[config.mk]
export PLATFORM = sky130hd
export DESIGN_NAME = ethernet_mac_decap_flat
export DESIGN_NICKNAME = d
export VERILOG_FILES = /design/src/rtl/ethernet_mac_pkg.sv /design/src/rtl/ethernet_mac_decap_if.sv /design/src/rtl/ethernet_crc32.sv /design/src/rtl/ethernet_mac_decap.sv /design/src/flat_wrapper.sv
export SDC_FILE = /design/constraint.sdc
export NUM_CORES = 1
export LEC_CHECK = 0
export ABC_CLOCK_PERIOD_IN_PS = 1800
export CAP_MARGIN = 10
export CORE_MARGIN = 2
export CORE_UTILIZATION = 30
export DETAILED_ROUTE_END_ITERATION = 10
export HOLD_SLACK_MARGIN = 0.08
export SETUP_SLACK_MARGIN = 0.02
export SLEW_MARGIN = 20
export SYNTH_ARGS = -nofsm -noshare
export SYNTH_HDL_FRONTEND = slang
export SYNTH_SLANG_ARGS = --single-unit
[constraint.sdc]
create_clock -name clk -period 1.8 [get_ports clk]
set_input_delay 0.36 -clock clk [delete_from_list [all_inputs] [get_ports clk]]
set_output_delay 0.36 -clock clk [all_outputs]
set_load 0.03 [all_outputs]
[src/rtl/ethernet_mac_pkg.sv]
// ethernet_mac_pkg: constants and types shared by the RX decapsulator and
// the TX encapsulator of the tri-mode MAC.
//   PREAMBLE_DATA / SFD_DATA : preamble filler byte and start-of-frame byte
//   FCS_LENGTH / HEADER_LENGTH : trailer and header sizes in bytes
//   frame_length()            : payload length -> on-wire frame length (incl. FCS)
//   rx_state_t                : receive state machine states
package ethernet_mac_pkg;

  localparam logic [7:0] PREAMBLE_DATA = 8'h55;
  localparam logic [7:0] SFD_DATA      = 8'hD5;
  localparam int         FCS_LENGTH    = 4;
  localparam int         HEADER_LENGTH = 14;

  // DA + SA + type/length + payload + FCS
  function automatic int frame_length(input int payload_length);
    return payload_length + HEADER_LENGTH + FCS_LENGTH;
  endfunction

  typedef enum logic [2:0] {
    IDLE,
    PREAMBLE,
    DATA,
    FLUSH,
    DROP
  } rx_state_t;

endpackage

[src/rtl/ethernet_mac_decap_if.sv]
// ethernet_mac_decap_if: byte-wide AXI-stream leaving the RX decapsulator.
//   tdata  : frame byte
//   tvalid : one-cycle beat strobe (no back-pressure, sink always accepts)
//   tlast  : final byte before the stripped FCS
//   tuser  : frame status, meaningful only with tlast (1 = bad frame)
// Modports: master (decapsulator side), slave (RX FIFO side).
interface ethernet_mac_decap_if;
  logic [7:0] tdata;
  logic       tvalid;
  logic       tlast;
  logic       tuser;

  modport master (output tdata, tvalid, tlast, tuser);
  modport slave  (input  tdata, tvalid, tlast, tuser);
endinterface

[src/rtl/ethernet_crc32.sv]
// ethernet_crc32: byte-serial IEEE 802.3 CRC-32 (reflected, init all-ones).
//   clk, reset : clock, synchronous active-high reset
//   clear      : reload the initial value
//   en         : fold data_in into the running CRC
//   data_in    : byte to fold in, LSB first as on the wire
//   crc_out    : registered FCS value, arranged so crc_out[31:24] is the
//                first FCS byte on the wire and crc_out[7:0] the last
module ethernet_crc32 (
  input  logic        clk,
  input  logic        reset,
  input  logic        clear,
  input  logic        en,
  input  logic [7:0]  data_in,
  output logic [31:0] crc_out
);

  localparam logic [31:0] POLY_REFLECTED = 32'hEDB88320;

  logic [31:0] crc_q;
  logic [31:0] crc_d;

  always_comb begin
    crc_d = crc_q;
    if (clear) begin
      crc_d = '1;
    end else if (en) begin
      for (int i = 0; i < 8; i++) begin
        crc_d = (crc_d >> 1) ^ ((crc_d[0] ^ data_in[i]) ? POLY_REFLECTED : 32'h0);
      end
    end
  end

  always_ff @(posedge clk) begin
    if (reset) begin
      crc_q <= '1;
    end else begin
      crc_q <= crc_d;
    end
  end

  // The FCS is the complemented register sent low byte first; byte-swap so
  // the first wire byte lands in the top byte of crc_out.
  assign crc_out = ~{crc_q[7:0], crc_q[15:8], crc_q[23:16], crc_q[31:24]};

endmodule

[src/rtl/ethernet_mac_decap.sv]
// ethernet_mac_decap: GMII receive-side frame decapsulation.
// Finds preamble/SFD, streams DA..pad onto a byte AXI-stream, strips the
// FCS and reports CRC / length / rx-error status on tuser with tlast.
//   clk, reset   : rx clock, synchronous active-high reset
//   clk_enable   : byte strobe (every cycle at 1G, 1/10 at 100M, 1/100 at 10M)
//   gmii_rxd/rxdv/rxer : PHY receive byte, data valid, error
//   mac_address  : station address, [47:40] is the first DA byte
//   m_axis       : output stream (ethernet_mac_decap_if.master)
// Build option: ETHERNET_MAC_DECAP_ADDR_FILTER_EN drops frames whose DA is
// neither mac_address nor broadcast before any byte is emitted.
module ethernet_mac_decap
  import ethernet_mac_pkg::*;
#(
  parameter int MIN_PAYLOAD_LENGTH = 46,
  parameter int MAX_PAYLOAD_LENGTH = 1500
) (
  input  logic                 clk,
  input  logic                 reset,
  input  logic                 clk_enable,
  input  logic [7:0]           gmii_rxd,
  input  logic                 gmii_rxdv,
  input  logic                 gmii_rxer,
  input  logic [47:0]          mac_address,
  ethernet_mac_decap_if.master m_axis
);

  localparam int MIN_FRAME_LENGTH = frame_length(MIN_PAYLOAD_LENGTH);
  localparam int MAX_FRAME_LENGTH = frame_length(MAX_PAYLOAD_LENGTH);
  localparam int CW               = $clog2(MAX_FRAME_LENGTH + 2);

  localparam logic [CW-1:0] COUNT_SAT       = CW'(MAX_FRAME_LENGTH + 1);
  localparam logic [CW-1:0] MIN_COUNT       = CW'(MIN_FRAME_LENGTH);
  localparam logic [CW-1:0] MAX_COUNT       = CW'(MAX_FRAME_LENGTH);
  localparam logic [CW-1:0] EMIT_COUNT      = CW'(6);   // DA fully in the delay line
  localparam logic [CW-1:0] CRC_COUNT       = CW'(FCS_LENGTH);
  localparam logic [CW-1:0] MIN_FLUSH_COUNT = CW'(10);  // DA + FCS, anything shorter is noise

`ifdef ETHERNET_MAC_DECAP_ADDR_FILTER_EN
  localparam bit ADDR_FILTER = 1'b1;
`else
  localparam bit ADDR_FILTER = 1'b0;
`endif

  rx_state_t     state_q, state_d;
  logic [CW-1:0] count_q, count_d;
  logic [7:0]    sr_q [6];
  logic [7:0]    sr_d [6];
  logic          err_rx_q, err_rx_d;
  logic          flush_last_q, flush_last_d;
  logic [7:0]    tdata_q, tdata_d;
  logic          tvalid_q, tvalid_d;
  logic          tlast_q, tlast_d;
  logic          tuser_q, tuser_d;

  logic          shift_en;
  logic          crc_en;
  logic [31:0]   crc_out;
  logic [47:0]   da;
  logic          da_accept;
  logic          crc_bad;
  logic          frame_bad;

  // sr[5] holds the oldest byte, so once six bytes are in, sr[5..0] is the DA.
  genvar gi;
  generate
    for (gi = 0; gi < 6; gi++) begin : g_da
      assign da[47-8*gi -: 8] = sr_q[5-gi];
    end
  endgenerate

  assign da_accept = (da == mac_address) || (da == '1);

  // In FLUSH the delay line holds the received FCS, oldest byte in sr[3].
  assign crc_bad   = {sr_q[3], sr_q[2], sr_q[1], sr_q[0]} != crc_out;
  assign frame_bad = crc_bad | err_rx_q | (count_q < MIN_COUNT) | (count_q > MAX_COUNT);

  // Bytes at least four deep can never be FCS, so the CRC trails the input.
  assign crc_en = shift_en && (count_q >= CRC_COUNT);

  ethernet_crc32 u_crc32 (
    .clk     (clk),
    .reset   (reset),
    .clear   (state_q == IDLE),
    .en      (crc_en),
    .data_in (sr_q[3]),
    .crc_out (crc_out)
  );

  always_comb begin
    state_d      = state_q;
    count_d      = count_q;
    sr_d         = sr_q;
    err_rx_d     = err_rx_q;
    flush_last_d = flush_last_q;
    tdata_d      = tdata_q;
    tvalid_d     = 1'b0;
    tlast_d      = 1'b0;
    tuser_d      = 1'b0;
    shift_en     = 1'b0;

    if (clk_enable) begin
      case (state_q)
        IDLE, PREAMBLE: begin
          if (!gmii_rxdv) begin
            state_d = IDLE;
          end else if (gmii_rxd == PREAMBLE_DATA) begin
            state_d = PREAMBLE;
          end else if (gmii_rxd == SFD_DATA) begin
            state_d  = DATA;
            count_d  = '0;
            err_rx_d = 1'b0;
          end else begin
            state_d = DROP;
          end
        end

        DATA: begin
          if (gmii_rxdv) begin
            if (ADDR_FILTER && (count_q == EMIT_COUNT) && !da_accept) begin
              state_d = DROP;
            end else begin
              shift_en = 1'b1;
              sr_d[0]  = gmii_rxd;
              for (int i = 1; i < 6; i++) begin
                sr_d[i] = sr_q[i-1];
              end
              if (count_q != COUNT_SAT) begin
                count_d = count_q + 1'b1;
              end
              if (count_q >= EMIT_COUNT) begin
                tvalid_d = 1'b1;
                tdata_d  = sr_q[5];
              end
              if (gmii_rxer) begin
                err_rx_d = 1'b1;
              end
            end
          end else if (count_q < MIN_FLUSH_COUNT) begin
            state_d = IDLE;
          end else begin
            state_d      = FLUSH;
            flush_last_d = 1'b0;
          end
        end

        // Two strobes drain the last two non-FCS bytes from the delay line.
        FLUSH: begin
          tvalid_d = 1'b1;
          if (!flush_last_q) begin
            tdata_d      = sr_q[5];
            flush_last_d = 1'b1;
          end else begin
            tdata_d      = sr_q[4];
            tlast_d      = 1'b1;
            tuser_d      = frame_bad;
            flush_last_d = 1'b0;
            state_d      = IDLE;
          end
        end

        DROP: begin
          if (!gmii_rxdv) begin
            state_d = IDLE;
          end
        end

        default: state_d = IDLE;
      endcase
    end
  end

  always_ff @(posedge clk) begin
    if (reset) begin
      state_q      <= IDLE;
      count_q      <= '0;
      err_rx_q     <= 1'b0;
      flush_last_q <= 1'b0;
      tdata_q      <= '0;
      tvalid_q     <= 1'b0;
      tlast_q      <= 1'b0;
      tuser_q      <= 1'b0;
      for (int i = 0; i < 6; i++) begin
        sr_q[i] <= '0;
      end
    end else begin
      state_q      <= state_d;
      count_q      <= count_d;
      err_rx_q     <= err_rx_d;
      flush_last_q <= flush_last_d;
      tdata_q      <= tdata_d;
      tvalid_q     <= tvalid_d;
      tlast_q      <= tlast_d;
      tuser_q      <= tuser_d;
      sr_q         <= sr_d;
    end
  end

  assign m_axis.tdata  = tdata_q;
  assign m_axis.tvalid = tvalid_q;
  assign m_axis.tlast  = tlast_q;
  assign m_axis.tuser  = tuser_q;

endmodule

[src/flat_wrapper.sv]
// flat-port wrapper written by rule: the top's interface ports become plain ports
module ethernet_mac_decap_flat import ethernet_mac_pkg::*;
#(
  parameter int MIN_PAYLOAD_LENGTH = 46,
  parameter int MAX_PAYLOAD_LENGTH = 1500
)
  (clk, reset, clk_enable, gmii_rxd, gmii_rxdv, gmii_rxer, mac_address, m_axis_tdata, m_axis_tvalid, m_axis_tlast, m_axis_tuser);
  ethernet_mac_decap_if m_axis_i ();
  input  logic clk;
  input  logic reset;
  input  logic clk_enable;
  input  logic [7:0] gmii_rxd;
  input  logic gmii_rxdv;
  input  logic gmii_rxer;
  input  logic [47:0] mac_address;
  output wire logic [$bits(m_axis_i.tdata)-1:0] m_axis_tdata;
  output wire logic [$bits(m_axis_i.tvalid)-1:0] m_axis_tvalid;
  output wire logic [$bits(m_axis_i.tlast)-1:0] m_axis_tlast;
  output wire logic [$bits(m_axis_i.tuser)-1:0] m_axis_tuser;
  assign m_axis_tdata = m_axis_i.tdata;
  assign m_axis_tvalid = m_axis_i.tvalid;
  assign m_axis_tlast = m_axis_i.tlast;
  assign m_axis_tuser = m_axis_i.tuser;
  ethernet_mac_decap #(.MIN_PAYLOAD_LENGTH(MIN_PAYLOAD_LENGTH), .MAX_PAYLOAD_LENGTH(MAX_PAYLOAD_LENGTH)) u_core (.clk(clk), .reset(reset), .clk_enable(clk_enable), .gmii_rxd(gmii_rxd), .gmii_rxdv(gmii_rxdv), .gmii_rxer(gmii_rxer), .mac_address(mac_address), .m_axis(m_axis_i));
endmodule
==> flow_metrics.tcl, run 1 <==
set metrics [dict create \
    r2r.worst_path.cells 7 \
    portbufs 23 \
    r2r-start "u_core.count_q[3]" \
    detailedRoute.firstPassIterationCount 5 \
    tritoncts "yes" \
    grt_antenna_before_repair 0 \
    cell_types_occupying_the_most_area_after_synthesis "sky130_fd_sc_hd__dfxtp_1 40%, sky130_fd_sc_hd__nand2_1 9.6%, sky130_fd_sc_hd__xnor2_1 9.2%" \
    floorplan.die.height_um 137 \
    cts.clk_slew.worst_paths_ns 0.08 \
    fin_util_pct 42.6 \
    timing.critical_path.max_delay_family "simple AND/OR/NAND/NOR gates" \
    post_synth.cell_area_avg_um2 8.56 \
    clock_path_buffers 2 \
    async_reset_ff_share_pct 0 \
    critPathMaxFanout 8 \
    mappedNetlistArea_mm2 0.00534 \
    detailroute.via_count 4587 \
    static-leakage-power_nw 2.97 \
    cts_sinks 107 \
    placement_rows 48 \
    maxCapViolations 0 \
    timing_hold_violations_final 0 \
    design.core.area_mm2 0.0174 \
    setup.worst_path.end_class "register" \
    critPathBufInv 3 \
    slew_limit_headroom_pct 63.7 \
    top_achievable_clock_speed_mhz 544 \
    start_util_pct 30.8 \
    synth-seq-cells 107 \
    path_depth 7 \
    final.period_utilization_pct 102 \
    netlist.area_leader.share_pct 40.1 \
    clkLatencyLatePin_ns 0.37 \
    crit_start "u_core.count_q[3]" \
    synth.yosys.warnings 0 \
    synth.net_count 690 \
    postSynthCellCount 624 \
    cts_hold_buf 0 \
    die_w_um 137 \
    synth-main-ff-cell "sky130_fd_sc_hd__dfxtp_1" \
    antennaDiodeCount 0 \
    first_iter_violations 225 \
    failed_checks "negative setup slack" \
    min_path_type "reg2reg" \
    dp.final_hpwl_um 9180 \
    critPathRequiredTime_ns 2.09 \
    timing.critical_path.from_type "register" \
    fin_cells 955 \
    r2r_slack_ns -0.04 \
    rr_endpoint "u_core.u_crc32.crc_q[27]" \
    route.detailed.wl_per_inst_um 14.6 \
    status "finished with violations" \
    synth_top_cells_by_count "136 x sky130_fd_sc_hd__nand2_1, 107 x sky130_fd_sc_hd__dfxtp_1, 69 x sky130_fd_sc_hd__a21oi_1, 56 x sky130_fd_sc_hd__xnor2_1, 29 x sky130_fd_sc_hd__clkbuf_1" \
    drt_wl_total_um 14000 \
    grt_start_max_net_pins 49 \
    die-area_mm2 0.0189 \
    gr-usage-all-layers_pct 15.2 \
    cp_common_cell "sky130_fd_sc_hd__buf_12" \
    tightestPinTransition_ns 0.544 \
    detail_route.drc_violations 0 \
    layout_cells_sized_above_1_pct 29.0 \
    crit_path_top_delay_cell "sky130_fd_sc_hd__or4_4" \
    worst_setup_path_endpoint "u_core.u_crc32.crc_q[27]" \
    skew_ns 0.00814 \
    setup_ws_ns -0.0379 \
    ys_seq_area_share_pct 40.1 \
    gp_congestion 0.848 \
    worst_vdd_drop_mv 0.476 \
    post-place-cells 916 \
    count_of_unique_library_cells_instantiated_by_yosys 51 \
    number_of_buffers_created_by_cts 9 \
    timing_max_transition_violations_final 0 \
    via_count_of_the_first_global_routing_pass 4172 \
    antenna_violating_nets_post_route 0 \
    worstPathArrival_ns 2.13 \
    placedInstanceArea_mm2 0.00642 \
    power_density_mw_per_mm2 630 \
    global_route_wire_length_before_repair_um 22200 \
    critical_path.max_stage_delay_ns 0.55 \
    crit_path_cell_trace "or4_4 > o31ai_4 > buf_12 > buf_12 > buf_16 > nor2_1 > a22oi_2" \
    synth.largest_area_cell "sky130_fd_sc_hd__dfxtp_1" \
    pin_count 72 \
    grt_remaining_overflow 0 \
    number_of_setup_violations_in_the_final_report 6 \
    rsz0062_at_grt "true" \
    final_design_area_no_fill_mm2 0.00740 \
    synth.most_common_cell "sky130_fd_sc_hd__nand2_1" \
    ctsHtreeMaxLevel 3 \
    clk_root_buffer_cell "sky130_fd_sc_hd__clkbuf_16" \
    period_needed_ns 1.84 \
    hp-start "u_core.da[42]" \
    worst_setup_path_type "reg2reg" \
    flow.area_growth_from_synthesis_pct 38.6 \
    synth_edf_count 0 \
    placement.setup.worst_slack_ns -0.373 \
    design.final.nets 791 \
    post_drt_via_cell_ratio 4.80 \
]
==> cell families (layout without fill, tap and decap cells) <==
family / after synthesis / count (layout) / synth area share [%]
AND/OR/NAND/NOR: 213 / 213 / 18.1
AO/OA/AOI/OAI: 140 / 140 / 16.4
flip-flops: 107 / 107 / 40.1
multiplexers: 11 / 11 / 2.06
XOR/XNOR: 96 / 96 / 18.2
buffers and inverters: 52 / 158 / 3.94
adder cells (fa/ha/maj): 5 / 5 / 1.17
==> cell usage in the layout (no fill, tap or decap), types with 7 or more instances in the layout <==
cell	n
sky130_fd_sc_hd__a21oi_1	66
sky130_fd_sc_hd__clkbuf_16	11
sky130_fd_sc_hd__nand2_2	8
sky130_fd_sc_hd__nand4_1	7
sky130_fd_sc_hd__dfxtp_1	94
sky130_fd_sc_hd__o21ai_0	9
sky130_fd_sc_hd__xor2_1	27
sky130_fd_sc_hd__mux2i_1	11
sky130_fd_sc_hd__dlymetal6s2s_1	10
sky130_fd_sc_hd__buf_4	88
sky130_fd_sc_hd__nand2_1	126
sky130_fd_sc_hd__inv_1	10
sky130_fd_sc_hd__clkdlybuf4s50_1	12
sky130_fd_sc_hd__buf_12	11
sky130_fd_sc_hd__xnor2_1	53
sky130_fd_sc_hd__nand3_1	8
sky130_fd_sc_hd__nor2_2	7
sky130_fd_sc_hd__o211ai_1	21
sky130_fd_sc_hd__a211oi_2	10
sky130_fd_sc_hd__nor2_1	13
sky130_fd_sc_hd__dfxtp_2	11
==> report_power, final <==
group          total, W  switching, W  internal, W  leakage (nW)
combinational  0.000288      0.000167     0.000121          1.96
clock           0.00199       0.00101     0.000980         0.145
sequential      0.00239     0.0000122      0.00237         0.867
==> layout make-up <==
type | count | area (um^2)
tap | 225 | 282
clock inverter | 7 | 66.3
fill | 1674 | 9960
sequential | 107 | 2160
inverter | 11 | 41.3
clock buffer | 9 | 225
timing repair buffer | 131 | 1310
multi-input combinational | 465 | 3310
==> worst min path at each step <==
| stage | end | cells after the start | slack, ns |
|---|---|---|---|
| 2_1_floorplan | u_core.da[40] | 2 | 0.44 |
| 3_3_place_gp | u_core.da[47] | 2 | 0.44 |
| 3_5_place_dp | u_core.da[43] | 2 | 0.45 |
| 4_1_cts | u_core.da[43] | 2 | 0.46 |
| 5_1_grt | u_core.da[46] | 2 | 0.48 |
| 6_report | u_core.da[42] | 2 | 0.45 |
==> stage by stage <==
step / hold WS [ns] / power, W / TNS (ns)
floorplan: 0.436 / 0.00258 / -0.0204
detailed placement: 0.448 / 0.00271 / -20.56
CTS: 0.459 / 0.00471 / -0.135
global placement: 0.441 / 0.00271 / -20.86
global route: 0.480 / 0.00485 / -1.79
finish: 0.453 / 0.00466 / -0.0643
==> metal layers <==
metal	GRT usage, %	routed length, um	up-vias
met5	0	0	-
met4	3.26	114	0
met3	3.61	622	5
met2	22.6	6210	82
met1	22.1	7040	2156
li1	-	-	2344
==> timing repair <==
item	4_1_cts	5_1_grt
pin swaps	12	18
endpoints found under the setup margin	15	86
gates cloned	3	2
buffers inserted	7	12
resized for setup	31	68
==> worst register-to-register path: stages, from the launching register on <==
cell	delay [ns]
sky130_fd_sc_hd__dfxtp_2	0.33
sky130_fd_sc_hd__or4_4	0.55
sky130_fd_sc_hd__o31ai_4	0.27
sky130_fd_sc_hd__buf_12	0.19
sky130_fd_sc_hd__buf_12	0.11
sky130_fd_sc_hd__buf_16	0.12
sky130_fd_sc_hd__nor2_1	0.06
sky130_fd_sc_hd__a22oi_2	0.14
==> state kept, by name, indices dropped and copies added (netlist names) <==
register / cells
u_core.err_rx_q: 1
u_core.state_q: 3
u_core.m_axis.tuser: 1
u_core.u_crc32.crc_q: 32
u_core.count_q: 11
u_core.m_axis.tdata: 8
u_core.flush_last_q: 1
u_core.da: 48
u_core.m_axis.tlast: 1
u_core.m_axis.tvalid: 1
Power figures use the tool's default switching activity.
==> run 2: changes to the inputs <==
--- a/config.mk
+++ b/config.mk
@@ -6,11 +6,12 @@
 export NUM_CORES = 1
 export LEC_CHECK = 0
 export ABC_CLOCK_PERIOD_IN_PS = 1800
-export CAP_MARGIN = 10
+export CAP_MARGIN = 40
 export CORE_MARGIN = 2
 export CORE_UTILIZATION = 30
 export DETAILED_ROUTE_END_ITERATION = 10
 export HOLD_SLACK_MARGIN = 0.08
+export PLACE_DENSITY = 0.6
 export SETUP_SLACK_MARGIN = 0.02
 export SLEW_MARGIN = 20
 export SYNTH_ARGS = -nofsm -noshare
==> results of run 2 <==
Final layout, timing and power as in run 1 (identical DEF).
==> run 3: changes to the inputs <==
--- a/config.mk
+++ b/config.mk
@@ -9,6 +9,7 @@
 export CAP_MARGIN = 40
 export CORE_MARGIN = 2
 export CORE_UTILIZATION = 30
+export CTS_CLUSTER_SIZE = 14
 export DETAILED_ROUTE_END_ITERATION = 10
 export HOLD_SLACK_MARGIN = 0.08
 export PLACE_DENSITY = 0.6
==> results of run 3 <==
Final layout, timing and power as in run 1 (identical DEF).
